## src/rtl/vec_decode.sv

```systemverilog
// Vector instruction decode stage: single-entry hold register, legality check,
// and a per-register writeback scoreboard that gates issue on pending writes.

module vec_decode_sb_bit (
  input  logic CLK_DC,
  input  logic RST,
  input  logic set,
  input  logic clr,
  output logic pend
);
  // Set has priority so an issue that targets a register whose previous write
  // completes on the same edge still leaves the new write pending.
  always_ff @(posedge CLK_DC or negedge RST)
    if (!RST)     pend <= 1'b0;
    else if (set) pend <= 1'b1;
    else if (clr) pend <= 1'b0;
endmodule

module vec_decode #(
  parameter int REGS = 6
) (
  input  logic        RST,
  input  logic        CLK_DC,
  input  logic        IN_VALID,
  output logic        IN_READY,
  input  logic [31:0] INSTR,
  output logic        OUT_VALID,
  input  logic        OUT_READY,
  output logic [4:0]  A1,
  output logic [4:0]  A2,
  output logic [4:0]  A3,
  output logic [2:0]  OP,
  output logic        WE,
  input  logic        WB_VALID,
  input  logic [4:0]  WB_A3,
  input  logic        FLUSH,
  output logic        ILLEGAL,
  output logic        BUSY,
  output logic [15:0] STALL_CNT
);
  localparam logic [6:0] OPC_VEC = 7'b0001011;
  localparam logic [5:0] NREGS   = 6'(REGS);

  typedef struct packed {
    logic [6:0] hi;
    logic [4:0] rs2;
    logic [4:0] rs1;
    logic [2:0] f3;
    logic [4:0] rd;
    logic [6:0] opc;
  } vinstr_t;

  typedef enum logic [1:0] {IDLE, HOLD, ISSUE} state_t;

  state_t          state;
  vinstr_t         iq;
  logic [REGS-1:0] sb, sb_set, sb_clr;
  logic [31:0]     sb_eff;
  logic            uses_rs2, legal, hazard, fire;
  logic            unused_hi;

  assign unused_hi = ^iq.hi;
  assign IN_READY  = (state == IDLE);
  assign BUSY      = |sb;

  // Hazard is judged against the scoreboard with this cycle's writeback
  // already retired, so a dependent op issues on the edge its source frees.
  always_comb begin
    uses_rs2 = (iq.f3 != 3'd5);
    legal    = (iq.opc == OPC_VEC) && (iq.f3 <= 3'd5)
            && ({1'b0, iq.rs1} < NREGS) && ({1'b0, iq.rd} < NREGS)
            && (!uses_rs2 || ({1'b0, iq.rs2} < NREGS));
    sb_eff           = '0;
    sb_eff[REGS-1:0] = sb & ~sb_clr;
    hazard = sb_eff[iq.rs1] | (uses_rs2 & sb_eff[iq.rs2]) | sb_eff[iq.rd];
    fire   = (state == HOLD) && legal && !hazard && !FLUSH;
  end

  for (genvar i = 0; i < REGS; i++) begin : g_sb
    assign sb_set[i] = fire && (iq.rd == 5'(i));
    assign sb_clr[i] = WB_VALID && (WB_A3 == 5'(i));
    vec_decode_sb_bit u_bit (
      .CLK_DC(CLK_DC),
      .RST   (RST),
      .set   (sb_set[i]),
      .clr   (sb_clr[i]),
      .pend  (sb[i])
    );
  end

  always_ff @(posedge CLK_DC or negedge RST) begin
    if (!RST) begin
      state     <= IDLE;
      iq        <= '0;
      OUT_VALID <= 1'b0;
      ILLEGAL   <= 1'b0;
      A1        <= '0;
      A2        <= '0;
      A3        <= '0;
      OP        <= '0;
      WE        <= 1'b0;
      STALL_CNT <= '0;
    end else begin
      ILLEGAL <= 1'b0;
      if (FLUSH) begin
        state     <= IDLE;
        OUT_VALID <= 1'b0;
      end else begin
        unique case (state)
          IDLE: if (IN_VALID) begin
            iq    <= INSTR;
            state <= HOLD;
          end
          HOLD: if (!legal) begin
            ILLEGAL <= 1'b1;
            state   <= IDLE;
          end else if (hazard) begin
            if (STALL_CNT != 16'hFFFF) STALL_CNT <= STALL_CNT + 16'd1;
          end else begin
            A1        <= iq.rs1;
            A2        <= uses_rs2 ? iq.rs2 : 5'd0;
            A3        <= iq.rd;
            OP        <= iq.f3;
            WE        <= 1'b1;
            OUT_VALID <= 1'b1;
            state     <= ISSUE;
          end
          ISSUE: if (OUT_READY) begin
            OUT_VALID <= 1'b0;
            state     <= IDLE;
          end
          default: state <= IDLE;
        endcase
      end
    end
  end
endmodule
```

## config.mk

```make
export PLATFORM = sky130hd
export DESIGN_NAME = vec_decode
export DESIGN_NICKNAME = d
export VERILOG_FILES = /design/src/rtl/vec_decode.sv
export SDC_FILE = /design/constraint.sdc
export NUM_CORES = 1
export LEC_CHECK = 0
export CORE_UTILIZATION = 35
export CTS_BUF_LIST = sky130_fd_sc_hd__clkbuf_8
export CTS_CLUSTER_DIAMETER = 30
export DETAILED_ROUTE_END_ITERATION = 10
export SLEW_MARGIN = 20
export SYNTH_ARGS = -nofsm -noshare
export SYNTH_HDL_FRONTEND = slang
export SYNTH_HIERARCHICAL = 1
export SYNTH_SLANG_ARGS = --single-unit
```

## constraint.sdc

```tcl
create_clock -name CLK_DC -period 3.72 [get_ports CLK_DC]
set_input_delay 0.744 -clock CLK_DC [delete_from_list [all_inputs] [get_ports CLK_DC]]
set_output_delay 0.744 -clock CLK_DC [all_outputs]
set_load 0.005 [all_outputs]
```

==> results.py <==
metrics = {
    "clock_network": {
        "post_cts_buffers": 0,
        "cts_tree": "built",
        "cts.htree.levels": 3,
        "ctsResizeCount": 0,
        "cts_made_buffers": 9,
        "cts_root_buffer": "clkbuf_8",
        "clkTransAtPathRegs_ns": 0.07,
        "cts.sinks": 70,
        "ctsLongestPathBuffers": 2,
        "cts-hold-fix-buffers": 0,
        "clkLatencyLatePin_ns": 0.34,
    },
    "cells_and_area": {
        "final_common_cell": "clkdlybuf4s50_1",
        "stdcell_count": 498,
        "stdcell_area_mm2": 0.004370,
        "synthToLayoutAreaGrowth_pct": 32.06,
        "drive_gt1_frac": 0.1602,
        "layout.cells.most_common_list": "73 x clkdlybuf4s50_1, 70 x dfrtp_1, 32 x mux2_2",
        "diodes": 0,
        "utilization": 0.4752,
        "fin_nets": 426,
    },
    "routing": {
        "drtPass1Iterations": 7,
        "routed_wirelength_mm": 7.483,
        "viasPerCell": 5.086,
        "num_vias": 2533,
        "ant_nets": 0,
        "wl_per_cell_um": 15.03,
        "drc": 2,
        "first_iter_violations": 131,
    },
    "critical_path": {
        "critical_path.startpoint": "WB_A3[3]",
        "critical-path-top-delay-family": "simple AND/OR/NAND/NOR gates",
        "max_stage_delay_ns": 0.62,
        "worstSetupStartpointType": "input pin",
        "path_buf_inv": 2,
        "criticalPathCategory": "input pin to flop",
        "ff2ff_path_depth": 7,
        "crit_path_cell_trace": "clkdlybuf4s50_1, or4b_1, o2111ai_1, a31oi_1, a2111oi_0, and4bb_1, and2_1, buf_4, mux2_2",
        "cp-end-kind": "flop",
        "timing.rr.start": "iq[19]",
        "critPathMaxFanout": 6,
        "arrival_ns": 3.63,
        "critPathRequiredTime_ns": 3.94,
        "cpMaxStageDelayCell": "or4b_1",
        "cp.depth": 9,
    },
    "floorplan": {
        "dieArea_mm2": 0.009849,
        "design.core.area_mm2": 0.009196,
        "initial_utilization": 0.3599,
        "die_w_um": 99.24,
        "rows": 35,
        "die_h_um": 99.24,
        "ios": 82,
    },
    "yosys": {
        "synth_fp_nets": 343,
        "synth_flop_cell": "dfrtp_1",
        "synth-edff-count": 0,
        "synth_top_cell_by_area": "dfrtp_1",
        "async_reset_ff_frac": 1.000,
        "syn_area_mm2": 0.003309,
        "ys_seq_elements": 70,
        "ys_types": 50,
        "syn_avg_cell_area_um2": 11.07,
        "ys_seq_area_frac": 0.5293,
        "ys_warn_count": 6,
        "ys_top_cells_by_area": "dfrtp_1 53%, mux2_2 11%, xor2_1 3.7%",
        "synth_top_area_share": 0.5293,
        "netlist_instances": 299,
    },
    "sta": {
        "fin_crit_sh": 0.9159,
        "fmax_mhz": 293.5,
        "finalMaxSlewViolations": 0,
        "holdWs_ns": 0.4686,
        "rsz0062_at_grt": "false",
        "slew_headroom": 0.4000,
        "finalSetupTns_ns": 0,
        "setup_viol": 0,
        "post-route-min-period_ns": 3.407,
        "setup_ws_ns": 0.3129,
        "worst-slew-pin-transition_ns": 0.9000,
        "final.setup_skew_ns": 0.01052,
        "finalHoldViolCount": 0,
    },
    "power_and_ir_drop": {
        "leakage_nw": 1.987,
        "p_per_area_mw_per_mm2": 361.0,
        "vdd_ir_drop_max_mv": 0.1457,
        "power_mw": 1.578,
    },
    "global_routing": {
        "grt_pass1_wl_mm": 12.42,
        "overflow": 0,
        "grt_max_degree": 71,
        "grt_use_total": 0.1619,
        "grt_antenna_before_repair": 0,
        "grt_pass1_vias": 2494,
    },
    "placement": {
        "place_area_mm2": 0.004203,
        "dp_worst_setup_slack_ns": -0.02515,
        "port_buffers": 74,
        "dp_cells": 482,
        "gp_congestion": 0.9033,
        "dp_hpwl_mm": 5.359,
    },
    "status": {
        "violations": "DRC",
        "status": "finished, violations left",
    },
    "min_path": {
        "hold_path_startpoint": "WE",
        "hold_class": "flop to flop",
        "worstHoldPathCells": 1,
    },
    "job": {
        "max_cap_viol_count": 0,
    },
}
worst reg2reg max path, stage by stage (launching register included):
cell	delay (ns)
dfrtp_1	0.42
nor4_1	0.48
nand4_1	0.14
or4b_2	0.64
nor3_1	0.26
nand2b_1	0.36
nor4_1	0.43
xor2_1	0.17
worst paths after layout:
path	slack, ns	to
worst max-delay path	0.31	A3[0]
worst min-delay path	0.47	WE
worst max register to register	0.77	STALL_CNT[7]
worst min register to register	0.47	WE
max in group asynchronous	2.52	iq[5]
min in group asynchronous	0.60	STALL_CNT[12]
cell families (layout without fill, tap and decap cells):
kind of cell / count (synthesis) / after routing / share of synthesized area
DFF: 70 / 70 / 0.5293
adders and majority gates: 1 / 1 / 0.003780
buffers and inverters: 31 / 119 / 0.04272
muxes: 39 / 39 / 0.1301
xor gates and xnor gates: 17 / 17 / 0.04499
AOI/OAI and AO/OA: 29 / 29 / 0.06428
and+or+nand+nor: 112 / 112 / 0.1849
layer usage:
layer	routed length [um]	share of wire	global-route usage	vias to the layer above
met3	295	0.039	0.03514	8
met2	3512	0.47	0.2537	71
met1	3586	0.48	0.2214	1228
met5	0	0	0	-
li1	-	-	-	1226
met4	88	0.012	0.05882	0
sequential cells by signal (all words and copies together), names as in the netlist:
signal,cells
iq,25
state,2
A2,5
OUT_VALID,1
g_sb.u_bit/pend,6
A3,5
STALL_CNT,16
OP,3
ILLEGAL,1
A1,5
WE,1
power by group:
group / leakage, nW / internal (mW) / total (mW) / switching, mW
Combinational: 0.989 / 0.102 / 0.175 / 0.0731
Clock: 0.0944 / 0.252 / 0.528 / 0.277
Sequential: 0.903 / 0.810 / 0.875 / 0.0644
Total: 1.99 / 1.16 / 1.58 / 0.414
synthesized netlist by cell type, types with 2 or more instances:
cell type / count
inv_1: 17
a31oi_1: 2
a21o_1: 6
nor4_1: 5
xnor2_1: 3
o21ai_1: 2
nor3b_1: 5
nand2_1: 23
mux2_2: 32
nor4b_1: 3
a311oi_1: 2
xor2_1: 14
nand3_1: 7
mux2i_1: 7
buf_2: 2
o21ai_0: 6
clkbuf_1: 8
o2111ai_1: 2
nor2_1: 14
nor2b_1: 8
nor3_1: 22
and3_1: 7
nand2b_1: 3
dfrtp_1: 70
nand4_1: 4
area by class of cell:
cell class	count	area, um^2
repair buffers	86	825.8
flip-flops and latches	70	1752
fillers	873	4826
well taps	111	138.9
multi-input cells	198	1423
clock buffers	10	137.6
inverters	17	63.81
clock inverters	6	30.03
No activity file was read; power rests on OpenSTA's default activity.
